--- config.mk ---
export PLATFORM = sky130hd
export DESIGN_NAME = s298_resp_misr
export DESIGN_NICKNAME = d
export VERILOG_FILES = /design/src/rtl/s298_resp_misr.sv
export SDC_FILE = /design/constraint.sdc
export NUM_CORES = 1
export LEC_CHECK = 0
export ABC_AREA = 1
export CAP_MARGIN = 20
export CORE_ASPECT_RATIO = 1.1
export CORE_MARGIN = 2
export CORE_UTILIZATION = 48
export CTS_CLUSTER_SIZE = 40
export DETAILED_ROUTE_END_ITERATION = 7
export GPL_ROUTABILITY_DRIVEN = 0
export PLACE_DENSITY_LB_ADDON = 0.15
export SLEW_MARGIN = 10
export SYNTH_ARGS = -nofsm -noshare
export SYNTH_HDL_FRONTEND = slang
export SYNTH_SLANG_ARGS = --single-unit
--- constraint.sdc ---
create_clock -name CK -period 1.9 [get_ports CK]
set_input_delay 0.38 -clock CK [delete_from_list [all_inputs] [get_ports CK]]
set_output_delay 0.38 -clock CK [all_outputs]
set_load 0.03 [all_outputs]
--- src/rtl/s298_resp_misr.sv ---
// rtl/s298_resp_misr.sv - 16-bit response MISR compactor for the s298 BIST harness
module s298_resp_misr #(
  parameter int                WIDTH  = 16,
  parameter logic [WIDTH-1:0]  POLY   = 16'h1021,
  parameter logic [WIDTH-1:0]  SEED   = 16'hFFFF,
  parameter int                WARMUP = 4,
  parameter int                NPAT   = 256,
  parameter logic [WIDTH-1:0]  GOLDEN = 16'h0000
) (
  input  logic             CK,
  input  logic             RST,
  input  logic             START,
  input  logic [5:0]       RESP,
  output logic             BUSY,
  output logic             DONE,
  output logic             PASS,
  output logic [WIDTH-1:0] SIG,
  output logic [15:0]      CNT
);

  typedef enum logic [1:0] {
    S_IDLE,
    S_WARM,
    S_RUN,
    S_DONE
  } state_t;

  localparam logic [15:0] WARM_LAST = 16'(WARMUP - 1);
  localparam logic [15:0] NPAT_LAST = 16'(NPAT - 1);

  state_t           state;
  state_t           state_nx;
  logic [15:0]      wcnt;
  logic [WIDTH-1:0] sig_step;

  // Galois shift with feedback on the outgoing MSB, then fold in the response
  always_comb begin
    sig_step = {SIG[WIDTH-2:0], 1'b0} ^ (SIG[WIDTH-1] ? POLY : '0) ^ WIDTH'(RESP);
  end

  always_comb begin
    state_nx = state;
    case (state)
      S_IDLE, S_DONE: begin
        if (START) state_nx = (WARMUP > 0) ? S_WARM : S_RUN;
      end
      S_WARM: begin
        if (wcnt == WARM_LAST) state_nx = S_RUN;
      end
      S_RUN: begin
        if (CNT == NPAT_LAST) state_nx = S_DONE;
      end
      default: state_nx = S_IDLE;
    endcase
  end

  // BUSY/DONE are decoded from the next state so every output is a flop
  always_ff @(posedge CK) begin
    if (RST) begin
      state <= S_IDLE;
      SIG   <= SEED;
      CNT   <= '0;
      wcnt  <= '0;
      BUSY  <= 1'b0;
      DONE  <= 1'b0;
      PASS  <= 1'b0;
    end else begin
      state <= state_nx;
      BUSY  <= (state_nx == S_WARM) || (state_nx == S_RUN);
      DONE  <= (state_nx == S_DONE);
      case (state)
        S_IDLE, S_DONE: begin
          if (START) begin
            SIG  <= SEED;
            CNT  <= '0;
            PASS <= 1'b0;
            wcnt <= '0;
          end
        end
        S_WARM: begin
          wcnt <= wcnt + 16'd1;
        end
        S_RUN: begin
          SIG <= sig_step;
          if (CNT != 16'hFFFF) CNT <= CNT + 16'd1;
          if (state_nx == S_DONE) PASS <= (sig_step == GOLDEN);
        end
        default: ;
      endcase
    end
  end

endmodule

Word-level counts from Yosys, hierarchy flattened
Index checks and enable logic that the tools add are counted.
{ "word_totals": {"elab_cells": 47, "output_inout_bits": 35, "input_bits": 9, "register_bits": 53} }
{ "op_classes": {"n_reduce_logical": 10, "n_addsub": 2, "mux": 14, "bitwise": 2, "eq_ne": 12} }
{ "op_table": {"columns": ["op", "n"], "rows": [
  ["$pmux 16 s2", 3],
  ["$mux 16", 3],
  ["$add 16x1->16 const B", 2],
  ["$eq 16x2->1 const B", 1],
  ["$eq 16x8->1 const B", 1],
  ["$logic_not 16->1", 1],
  ["$ne 16x16->1 const B", 1],
  ["$xor 16x13->16", 1],
  ["$xor 16x6->16", 1],
  ["$mux 13", 1],
  ["$eq 2x2->1 const B", 4],
  ["$mux 2", 3],
  ["$ne 2x2->1 const B", 3],
  ["$pmux 2 s3", 1],
  ["$reduce_and 3->1", 2],
  ["$eq 2x1->1 const B", 2],
  ["$reduce_and 2->1", 2],
  ["$reduce_bool 2->1", 2],
  ["$logic_not 2->1", 1],
  ["$mux 1", 2],
  ["$pmux 1 s2", 1],
  ["$reduce_or 2->1", 1],
  ["$logic_or 1x1->1", 1]
]} }

Longest topological paths before layout
{ "depth": {"word_depth": 6, "depth_mapped": 18} }

Least setup slack after synthesis
No wires, ideal clock.
{ "synth_timing": {"kind": "register to register", "from": "register CNT[0]", "to": "register PASS", "stages_incl_launch_ff": 19, "path_slack_ns": -0.152, "t_required_ns": 1.829, "synth_period_minus_slack_ns": 2.052, "setup_time_ns": 0.071, "arrival_time_ns": 1.981, "n_path_buf": 0, "path_cell_list": "dfxtp_1 ha_1 inv_2 nor2_4 nand2_1 inv_1 nand2_1 nand2_1 nand2_1 nand2_1 nand2_1 inv_1 ha_1 o21ai_1 inv_1 nand2_1 nor2_1 nand2_1 a21oi_1"} }
{ "synth_between": {"elab_chain_cells": 6} }
{ "synth_lines": {"columns": ["item", "line", "rtl"], "rows": [
  ["start, declared", "18", "output logic [15:0] CNT"],
  ["start signal, assigned", "85", "if (CNT != 16'hFFFF) CNT <= CNT + 16'd1;"],
  ["$eq 16x8->1", "51", "if (CNT == NPAT_LAST) state_nx = S_DONE;"],
  ["$mux 2", "51", null],
  ["$pmux 2 s3", "43", "case (state)"],
  ["net state_nx[0]", "32", "state_t state_nx;"],
  ["$eq 2x2->1", "86", "if (state_nx == S_DONE) PASS <= (sig_step == GOLDEN);"],
  ["$ne 2x2->1 (no source line)", null, null],
  ["$reduce_and 3->1 (no source line)", null, null],
  ["end signal, assigned", "86", null],
  ["end, declared", "16", "output logic PASS,"]
]} }
The timed path passes the listed nets, and every way through them passes these cells.
A chain may end at the register's enable or synchronous reset.

Worst setup path after layout
{ "layout_timing": {"from": "register CNT[3]", "to": "output CNT[3]"} }
No word-level cell between the ends.

==> flow_summary.json <==
{
  "cts_num_sinks": 53,
  "crit_arrival_ps": 1480,
  "die-area_sq_mm": 0.00652,
  "worst_pin_slew_ps": 363,
  "grt_pass1_wl_mm": 11.0,
  "post-place-ws_ps": -141,
  "slew_viol_final": 0,
  "slew_headroom_pct": 75.7,
  "p_total_uw": 2230,
  "nNetsFinal": 491,
  "worstRegToRegCells": 18,
  "die_x_um": 77.2,
  "min_period_over_period_pct": 97.9,
  "vias_per_cell": 4.97,
  "worstSkewPairLatency_ps": 310,
  "critPathKind": "reg2out",
  "synth-warning-count": 0,
  "overflow": 0,
  "setup_viol": 0,
  "cp_max_fo": 7,
  "wire_per_inst_um": 12.1,
  "fin_worst_skew_ps": 9.27,
  "core_area_sq_mm": 0.00573,
  "p_per_area_mw_per_mm2": 597,
  "clock_path_buffers": 2,
  "clock-root-buffer": "clkbuf_8",
  "antenna_found_initial": 0,
  "final_cell_area_sq_mm": 0.00373,
  "detail-route-antenna-nets": 0,
  "p_leak_uw": 0.00147,
  "synthArstFlopShare_pct": 0,
  "r2r_slack_ps": 70,
  "hold_buffers": 0,
  "status": "finished, final reports clean",
  "grt_max_degree": 17,
  "grt_pass1_vias": 2568,
  "path_clk_slew_ps": 100,
  "tritoncts": "done",
  "synth_edf_count": 0,
  "synth_nets": 422,
  "drive_above_1_share_pct": 19.7,
  "ctsHtreeMaxLevel": 2,
  "yosysTopAreaCellShare_pct": 37.5,
  "io_buffers": 43,
  "drt-pass1-iter-count": 4,
  "end_kind": "output port",
  "ys_types": 36,
  "maxCapViolations": 0,
  "required_ps": 1520,
  "place_area_sq_mm": 0.00348,
  "fin_ws_ps": 39.2,
  "netlist_area_sq_mm": 0.00283,
  "ys_seq_area_share_pct": 37.5,
  "routed_wl_mm": 6.69,
  "drc_errors": 0,
  "start_kind": "flop",
  "start_util_pct": 49.3,
  "antenna_cells": 0,
  "ys.flop_type": "dfxtp_1",
  "rsz0062_at_grt": "yes",
  "dp_hpwl_mm": 4.87,
  "synthTopCellsByArea": "dfxtp_1 38%, nand2_1 12%, nor2_1 9.6%, inv_1 6.4%, nand3_1 4.4%",
  "ys_seq_elements": 53,
  "area_growth_pct": 31.8,
  "whs_path_depth": 2,
  "cts-buffers-inserted": 5,
  "hold_path_class": "reg2reg",
  "hold_ws_ps": 481,
  "finalHoldViolCount": 0,
  "die_h_um": 84.5,
  "synth.avg_cell_area_sq_um": 6.93,
  "synthesis.instances": 408,
  "grt.total_usage_pct": 20.5,
  "max_clock_freq_ghz": 0.537,
  "num_rows": 29,
  "ir_drop_mv": 0.382,
  "dp.cells": 542,
  "synth_top_cell_by_area": "dfxtp_1",
  "final_cells": 555,
  "min_period_ps": 1860,
  "dr.first_iter.drc_count": 116,
  "pin_count": 44,
  "vias": 2758
}
## cells in the mapped netlist, types with 2 or more instances
cell	n
a211oi_1	2
a21oi_1	14
a21oi_2	4
buf_2	2
buf_4	4
clkbuf_1	2
dfxtp_1	53
ha_1	5
inv_1	48
inv_2	3
nand2_1	90
nand2_2	8
nand2_4	3
nand3_1	25
nand4_1	8
nor2_1	72
nor2_2	3
nor2_4	5
nor3_1	7
o21ai_0	10
o21ai_1	3
o21bai_1	2
o22ai_1	15
xnor2_1	3
xor2_1	6
## cell families after synthesis
kind of cell,after synthesis,synth area share [%]
DFF,53,37.5
adders and majority gates,5,2.21
AOI/OAI and AO/OA,53,11.5
xor gates and xnor gates,9,2.79
and+or+nand+nor,226,36.5
buffers and inverters,62,9.51
## registers in the layout, summed over array words and instances, names as in the netlist
| name | count |
|---|---|
| BUSY | 1 |
| CNT | 16 |
| DONE | 1 |
| PASS | 1 |
| SIG | 16 |
| state | 2 |
| wcnt | 16 |
## cell type report
cell class | count | area (sq um)
clock buffer | 7 | 86.3
sequential | 53 | 1070
fill | 542 | 2010
tap | 77 | 96.3
clock inverter | 1 | 30.0
timing repair buffer | 71 | 643
multi-input combinational | 293 | 1590
inverter | 53 | 206
## critical path, stage by stage (launching register included)
cell	delay (ps)
dfxtp_2	340
buf_4	150
clkdlybuf4s50_1	670
## final timing paths
path / startpoint / endpoint
worst min register to register: wcnt[11] / wcnt[11]
worst min-delay path: wcnt[11] / wcnt[11]
worst max-delay path: CNT[3] / CNT[3]
worst max register to register: CNT[1] / PASS
## routing by layer
layer | part of all wire [%] | GRT usage [%]
met4 | 0.88 | 6.66
met2 | 50 | 36.4
met5 | 0 | 0
met3 | 2.6 | 2.37
met1 | 47 | 25.8
## stage by stage
step / util [%] / setup TNS (ps)
after global routing: 65.0 / -91.8
after detailed placement: 60.7 / -141
after global placement: 60.7 / -95.3
final: 65.0 / 0
after floorplan: - / 0
after CTS: 62.9 / 0
## power by group
| group | internal, uW | total [uW] | switching [uW] |
|---|---|---|---|
| logic | 114 | 285 | 171 |
| registers | 1120 | 1130 | 12.1 |
| clock network | 430 | 805 | 375 |
## repair_timing
item / 4_1_cts / 5_1_grt
cloned: 0 / 0
pin swaps: 0 / 12
setup buffers: 0 / 5
endpoints found under the setup margin: 1 / 2
gates resized for setup: 3 / 29
## cell usage in the layout, fill, tap and decap left out, types with 3 or more instances in the layout
cell	n
nand4_1	8
clkbuf_8	6
nor2_2	4
o22ai_1	15
nor3_1	7
xor2_1	6
nand2_4	3
inv_1	43
ha_4	4
o21ai_0	10
inv_2	6
dfxtp_1	46
buf_4	28
a21oi_2	8
dfxtp_2	5
inv_4	3
xnor2_1	3
nand3_1	25
nor2_1	70
clkdlybuf4s50_1	42
nand2_1	86
a21oi_1	10
nand2_2	12
nor2_4	6
Note: power is estimated with default switching activity, not from simulation.
